<file path="src/rtl/stq_adata_mp_if.sv">
// Port bundle for the store-queue address-metadata side table.
// Write, invalidate, flush and read ports are flattened per port, with port p at [p*W +: W].
interface stq_adata_mp_if #(
    parameter int unsigned WIDTH = 5,
    parameter int unsigned AW    = 6,
    parameter int unsigned NWR   = 2,
    parameter int unsigned NRD   = 2
);
    logic [NWR-1:0]       wrt_en;
    logic [NWR*AW-1:0]    wrt_WQ;
    logic [NWR*WIDTH-1:0] wrt_adata;
    logic                 inv_en;
    logic [AW-1:0]        inv_WQ;
    logic                 flush;
    logic [NRD*AW-1:0]    upd_WQ;
    logic [NRD*WIDTH-1:0] upd_adata;
    logic [NRD-1:0]       upd_vld;
    logic [AW:0]          live_cnt;

    modport master (
        output wrt_en, wrt_WQ, wrt_adata, inv_en, inv_WQ, flush, upd_WQ,
        input  upd_adata, upd_vld, live_cnt
    );

    modport slave (
        input  wrt_en, wrt_WQ, wrt_adata, inv_en, inv_WQ, flush, upd_WQ,
        output upd_adata, upd_vld, live_cnt
    );
endinterface

</file>
<file path="src/rtl/stq_adata_mp.sv">
// Multi-port per-entry metadata table for the store queue, indexed by slot.
// Entries carry valid bits; reads are registered, with optional same-cycle write forwarding.
module stq_adata_mp #(
    parameter int unsigned WIDTH  = 5,
    parameter int unsigned DEPTH  = 64,
    parameter int unsigned AW     = 6,
    parameter int unsigned NWR    = 2,
    parameter int unsigned NRD    = 2,
    parameter bit          BYPASS = 1'b1
) (
    input  logic           clk,
    input  logic           rst,
    stq_adata_mp_if.slave  bus
);

    localparam int unsigned CW = AW + 1;

    logic [WIDTH-1:0] mem [DEPTH];
    logic [DEPTH-1:0] vld_q;
    logic [DEPTH-1:0] vld_nxt_c;
    logic [CW-1:0]    cnt_nxt_c;
    logic [WIDTH-1:0] rd_data_c [NRD];
    logic [NRD-1:0]   rd_vld_c;

    // Data array; ports are applied highest first so the lowest port's write lands last
    always_ff @(posedge clk or negedge rst) begin
        if (!rst) begin
            for (int i = 0; i < DEPTH; i++) begin
                mem[i] <= '0;
            end
        end else begin
            for (int p = NWR - 1; p >= 0; p--) begin
                if (bus.wrt_en[p]) begin
                    mem[bus.wrt_WQ[p*AW +: AW]] <= bus.wrt_adata[p*WIDTH +: WIDTH];
                end
            end
        end
    end

    // Next valid vector: writes beat invalidate, flush beats everything
    always_comb begin
        vld_nxt_c = vld_q;
        if (bus.inv_en) begin
            vld_nxt_c[bus.inv_WQ] = 1'b0;
        end
        for (int p = 0; p < NWR; p++) begin
            if (bus.wrt_en[p]) begin
                vld_nxt_c[bus.wrt_WQ[p*AW +: AW]] = 1'b1;
            end
        end
        if (bus.flush) begin
            vld_nxt_c = '0;
        end
    end

    always_comb begin
        cnt_nxt_c = '0;
        for (int i = 0; i < DEPTH; i++) begin
            cnt_nxt_c = cnt_nxt_c + CW'(vld_nxt_c[i]);
        end
    end

    // Read mux with optional forwarding from a write to the same slot
    always_comb begin
        rd_data_c = '{default: '0};
        rd_vld_c  = '0;
        for (int r = 0; r < NRD; r++) begin
            rd_data_c[r] = mem[bus.upd_WQ[r*AW +: AW]];
            rd_vld_c[r]  = vld_q[bus.upd_WQ[r*AW +: AW]];
            if (BYPASS) begin
                for (int p = NWR - 1; p >= 0; p--) begin
                    if (bus.wrt_en[p] && (bus.wrt_WQ[p*AW +: AW] == bus.upd_WQ[r*AW +: AW])) begin
                        rd_data_c[r] = bus.wrt_adata[p*WIDTH +: WIDTH];
                        rd_vld_c[r]  = 1'b1;
                    end
                end
            end
            if (bus.flush) begin
                rd_vld_c[r] = 1'b0;
            end
        end
    end

    always_ff @(posedge clk or negedge rst) begin
        if (!rst) begin
            vld_q         <= '0;
            bus.upd_adata <= '0;
            bus.upd_vld   <= '0;
            bus.live_cnt  <= '0;
        end else begin
            vld_q        <= vld_nxt_c;
            bus.live_cnt <= cnt_nxt_c;
            bus.upd_vld  <= rd_vld_c;
            for (int r = 0; r < NRD; r++) begin
                bus.upd_adata[r*WIDTH +: WIDTH] <= rd_data_c[r];
            end
        end
    end

endmodule

</file>
<file path="src/flat_wrapper.sv">
// flat-port wrapper written by rule: the top's interface ports become plain ports
module stq_adata_mp_flat 
#(
    parameter int unsigned WIDTH  = 5,
    parameter int unsigned DEPTH  = 64,
    parameter int unsigned AW     = 6,
    parameter int unsigned NWR    = 2,
    parameter int unsigned NRD    = 2,
    parameter bit          BYPASS = 1'b1
)
  (clk, rst, bus_wrt_en, bus_wrt_WQ, bus_wrt_adata, bus_inv_en, bus_inv_WQ, bus_flush, bus_upd_WQ, bus_upd_adata, bus_upd_vld, bus_live_cnt);
  stq_adata_mp_if #(.WIDTH(WIDTH), .AW(AW), .NWR(NWR), .NRD(NRD)) bus_i ();
  input  logic clk;
  input  logic rst;
  input wire logic [$bits(bus_i.wrt_en)-1:0] bus_wrt_en;
  input wire logic [$bits(bus_i.wrt_WQ)-1:0] bus_wrt_WQ;
  input wire logic [$bits(bus_i.wrt_adata)-1:0] bus_wrt_adata;
  input wire logic [$bits(bus_i.inv_en)-1:0] bus_inv_en;
  input wire logic [$bits(bus_i.inv_WQ)-1:0] bus_inv_WQ;
  input wire logic [$bits(bus_i.flush)-1:0] bus_flush;
  input wire logic [$bits(bus_i.upd_WQ)-1:0] bus_upd_WQ;
  output wire logic [$bits(bus_i.upd_adata)-1:0] bus_upd_adata;
  output wire logic [$bits(bus_i.upd_vld)-1:0] bus_upd_vld;
  output wire logic [$bits(bus_i.live_cnt)-1:0] bus_live_cnt;
  assign bus_i.wrt_en = bus_wrt_en;
  assign bus_i.wrt_WQ = bus_wrt_WQ;
  assign bus_i.wrt_adata = bus_wrt_adata;
  assign bus_i.inv_en = bus_inv_en;
  assign bus_i.inv_WQ = bus_inv_WQ;
  assign bus_i.flush = bus_flush;
  assign bus_i.upd_WQ = bus_upd_WQ;
  assign bus_upd_adata = bus_i.upd_adata;
  assign bus_upd_vld = bus_i.upd_vld;
  assign bus_live_cnt = bus_i.live_cnt;
  stq_adata_mp #(.WIDTH(WIDTH), .DEPTH(DEPTH), .AW(AW), .NWR(NWR), .NRD(NRD), .BYPASS(BYPASS)) u_core (.clk(clk), .rst(rst), .bus(bus_i));
endmodule
</file>
<file path="config.mk">
export PLATFORM = sky130hd
export DESIGN_NAME = stq_adata_mp_flat
export DESIGN_NICKNAME = d
export VERILOG_FILES = /design/src/rtl/stq_adata_mp_if.sv /design/src/rtl/stq_adata_mp.sv /design/src/flat_wrapper.sv
export SDC_FILE = /design/constraint.sdc
export NUM_CORES = 1
export LEC_CHECK = 0
export BUFFER_PORTS_ARGS = -buffer_cell sky130_fd_sc_hd__clkbuf_2
export CORE_AREA = 2 2 219 221
export DETAILED_ROUTE_END_ITERATION = 12
export DIE_AREA = 0 0 221 223
export HOLD_SLACK_MARGIN = 0.06
export PLACE_DENSITY = 0.75
export SLEW_MARGIN = 20
export SYNTH_ARGS = -nofsm -noshare
export SYNTH_HDL_FRONTEND = slang
export SYNTH_SLANG_ARGS = --single-unit
</file>
<file path="constraint.sdc">
create_clock -name clk -period 6.5 [get_ports clk]
set_input_delay 0.975 -clock clk [delete_from_list [all_inputs] [get_ports clk]]
set_output_delay 0.975 -clock clk [all_outputs]
set_load 0.05 [all_outputs]
</file>
==> out/qor.txt <==
Area growth from synthesis to layout -> 19.2%
Hold Buf Count CTS -> 0
Root buffer cell -> clkbuf_16
Antenna violations before repair -> 3
Avg Inst Size Synth -> 10.1 um2
Final wirelength -> 108,000 um
Mapped Cells -> 2,716
Vias per Instance -> 6.82
Failing checks -> negative setup slack
Clock Latency Late Sink -> 0.61 ns
IO buf count -> 64
Floorplan core area -> 47,100 um2
Worst Path Max Fanout -> 7
Die width -> 221 um
Drt wl/cell -> 30.0 um
CP dominant cell by count -> fa_1
FMAX -> 146 MHz
Most common cell after layout, fill and taps aside -> dfrtp_1
# DRC -> 0
Number of antenna diodes -> 0
Synth Area in XOR/XNOR -> 0.00894
CTS Buf Count -> 47
Final net count -> 3,071
DP HPWL -> 76,900 um
CTS sink count -> 403
Share of synthesized registers carrying an async set or reset -> 1.00
Status -> finished, violations left
Crit path required time -> 7.03 ns
Final Setup Violations -> 6
Cell Rows -> 80
DR pass1 iterations -> 8
Max stage delay on crit path -> 0.56 ns
Minimum hold slack -> 0.395 ns
Core Util, Final -> 0.694
DRT iter0 DRCs -> 3,784
Crit share post-route -> 1.05
Worst reg2reg startpoint -> u_core.vld_q[18]
HP Class -> input port to async pin
Setup ws final -> -0.346 ns
Class of the most critical setup path -> input port to flip-flop
Post-route ant nets -> 0
MaxCap Viol Count -> 0
Synth Area in Compound Gates -> 0.115
Clk buf depth -> 3
Ys flop type -> dfrtp_1
Largest family of logic cells by synthesized area -> multiplexers
Top delay family on crit path -> adder cells
Mapped Nets -> 2,832
Starting Density -> 0.582
Mux contribution to synthesized area -> 0.293
Worst-path clk slew -> 0.06 ns
Largest net degree at the start of global routing -> 159
Share of layout cells above drive strength 1 -> 0.288
Die height -> 223 um
Htree depth -> 2
Synth Warn # -> 0
Placed cells -> 3,494
EDFF count, synth -> 0
Fin crit period -> 6.85 ns
Setup crit start kind -> input port
Slowest-stage cell, CP -> fa_2
Slew HR -> 0.171
Final Power -> 8.42 mW
CP endpoint kind -> flip-flop
I/O Pins -> 65
Crit-path cells -> clkbuf_16, buf_4, nor3b_4, nand2_1, a31oi_2, ha_1, inv_1, fa_1, fa_2, fa_1, fa_2, fa_1, fa_1, fa_1, fa_1, fa_2, fa_2, nor2b_1, o21ai_1, nand2b_1, a21o_1, a21o_1
Power Density -> 257 nW/um2
RSZ-0062 raised after global routing -> yes
GRT overflow -> 0
GPL Wtd Cong -> 1.07
CP arrival -> 7.38 ns
Final Hold Viols -> 0
Sequential share of the synthesized area -> 0.368
Synth Register Bits -> 403
P_leak -> 15.4 nW
Commonest non-fill, non-tap cells in the layout -> dfrtp_1 (403), mux2i_1 (376), nand2_1 (357)
First-pass GRT wire length -> 158,000 um
Mapped cell area -> 27,400 um2
Simple-Gate Fraction of Synth Area -> 0.116
DIE AREA -> 49,300 um2
Vias in the first global route -> 23,706
Layout Cells excl Fill -> 3,608
Library cells used by synthesis -> 56
Post-Route Setup TNS -> -1.41 ns
TritonCTS clock tree -> built
Vias -> 24,592
Max IR drop VDD -> 318 uV
Post-Synth Adder-Cell Area -> 0.0467
Overall routing resource usage -> 0.437
Clock Skews -> 0.0264 ns
Crit path from -> bus_wrt_WQ[7]
Worst-Margin Slew -> 1.24 ns
WP buf/inv -> 3
Max Slew Vio Count -> 0
## per-layer routing
| metal | part of all wire | vias up | routed length [um] | GRT usage |
|---|---|---|---|---|
| met4 | 0.077 | 4 | 8330 | 0.274 |
| li1 | - | 10193 | - | - |
| met1 | 0.36 | 12044 | 38600 | 0.565 |
| met3 | 0.13 | 442 | 13600 | 0.126 |
| met2 | 0.44 | 1909 | 47600 | 0.651 |
| met5 | 0.00025 | - | 27 | 0 |
## kinds of logic (layout without fill, tap and decap cells)
| logic type | after synthesis | count (layout) |
|---|---|---|
| buffers and inverters | 339 | 616 |
| multiplexers | 569 | 569 |
| AND/OR/NAND/NOR | 753 | 753 |
| adder cells (fa/ha/maj) | 70 | 70 |
| AO/OA/AOI/OAI | 554 | 554 |
| XOR/XNOR | 28 | 28 |
| flip-flops | 403 | 403 |
## worst reg2reg max path, cell delays in order (launching register included)
cell      delay [ns]
dfrtp_1         0.44
o21ai_1         0.11
a31oi_2         0.24
inv_1           0.09
fa_1            0.56
inv_2           0.04
fa_1            0.51
fa_1            0.54
inv_2           0.05
fa_2            0.53
fa_1            0.43
fa_1            0.52
fa_1            0.43
fa_1            0.46
fa_2            0.37
fa_2            0.40
nor2b_1         0.13
o21ai_1         0.08
nand2b_1        0.11
a21o_1          0.12
a21o_1          0.09
## timing repair
action | 4_1_cts | 5_1_grt
buffers inserted | 7 | 21
pin swaps | 28 | 46
resized for setup | 61 | 112
setup endpoints to repair | 6 | 6
cloned | 1 | 0
## worst paths after layout
| kind | endpoint | cells past startpoint | slack [ns] |
|---|---|---|---|
| worst max-delay path | u_core.bus.live_cnt[6] | 22 | -0.35 |
| min in group clk | u_core.mem[45] | 2 | 0.56 |
| worst max register to register | u_core.bus.live_cnt[6] | 20 | 0.19 |
| worst min-delay path | u_core.mem[270] | 1 | 0.39 |
| max in group asynchronous | u_core.vld_q[57] | 2 | 4.62 |
| worst min register to register | u_core.mem[45] | 2 | 0.56 |
## per-stage QoR
| step | setup slack (ns) | area [um2] |
|---|---|---|
| 6_report | -0.346 | 32700 |
| 5_1_grt | -0.528 | 32700 |
| 4_1_cts | -0.338 | 32200 |
| 3_5_place_dp | -1.17 | 30300 |
| 3_3_place_gp | -1.18 | 30300 |
| 2_1_floorplan | -0.732 | 27700 |
## Yosys cell counts (all sizes together) (10+ instances only)
library cell | instances | area (um2)
dfrtp | 403 | 10100
mux2i | 376 | 3760
nand2 | 373 | 1400
o21ai | 273 | 1370
nor2 | 226 | 858
mux4 | 185 | 4180
clkbuf | 164 | 616
a21oi | 138 | 691
inv | 109 | 409
buf | 66 | 405
fa | 54 | 1080
a31o | 41 | 359
nand3 | 38 | 190
a31oi | 35 | 219
nor2b | 30 | 188
a211oi | 23 | 173
ha | 16 | 200
nor3 | 14 | 75.1
xnor2 | 14 | 123
xor2 | 14 | 123
a22oi | 13 | 97.6
nand2b | 13 | 81.3
nand4 | 10 | 62.6
## cell type report
class	count	area, um2
fillers	3512	14400
inverters	109	409
clock inverters	20	285
well taps	615	769
repair buffers	420	3220
clock buffers	67	1370
multi-input cells	1974	16600
flip-flops and latches	403	10100
## state kept, by name (all words and copies together) (netlist names)
signal                flops
u_core.bus.live_cnt       7
u_core.bus.upd_adata     10
u_core.bus.upd_vld        2
u_core.mem              320
u_core.vld_q             64
## where the power goes
part / internal, mW / leakage [nW] / total [mW] / switching (mW)
registers: 3.00 / 5.19 / 3.44 / 0.436
logic: 0.972 / 9.42 / 2.07 / 1.10
clock network: 1.75 / 0.820 / 2.91 / 1.16
No activity file was read; power rests on OpenSTA's default activity.
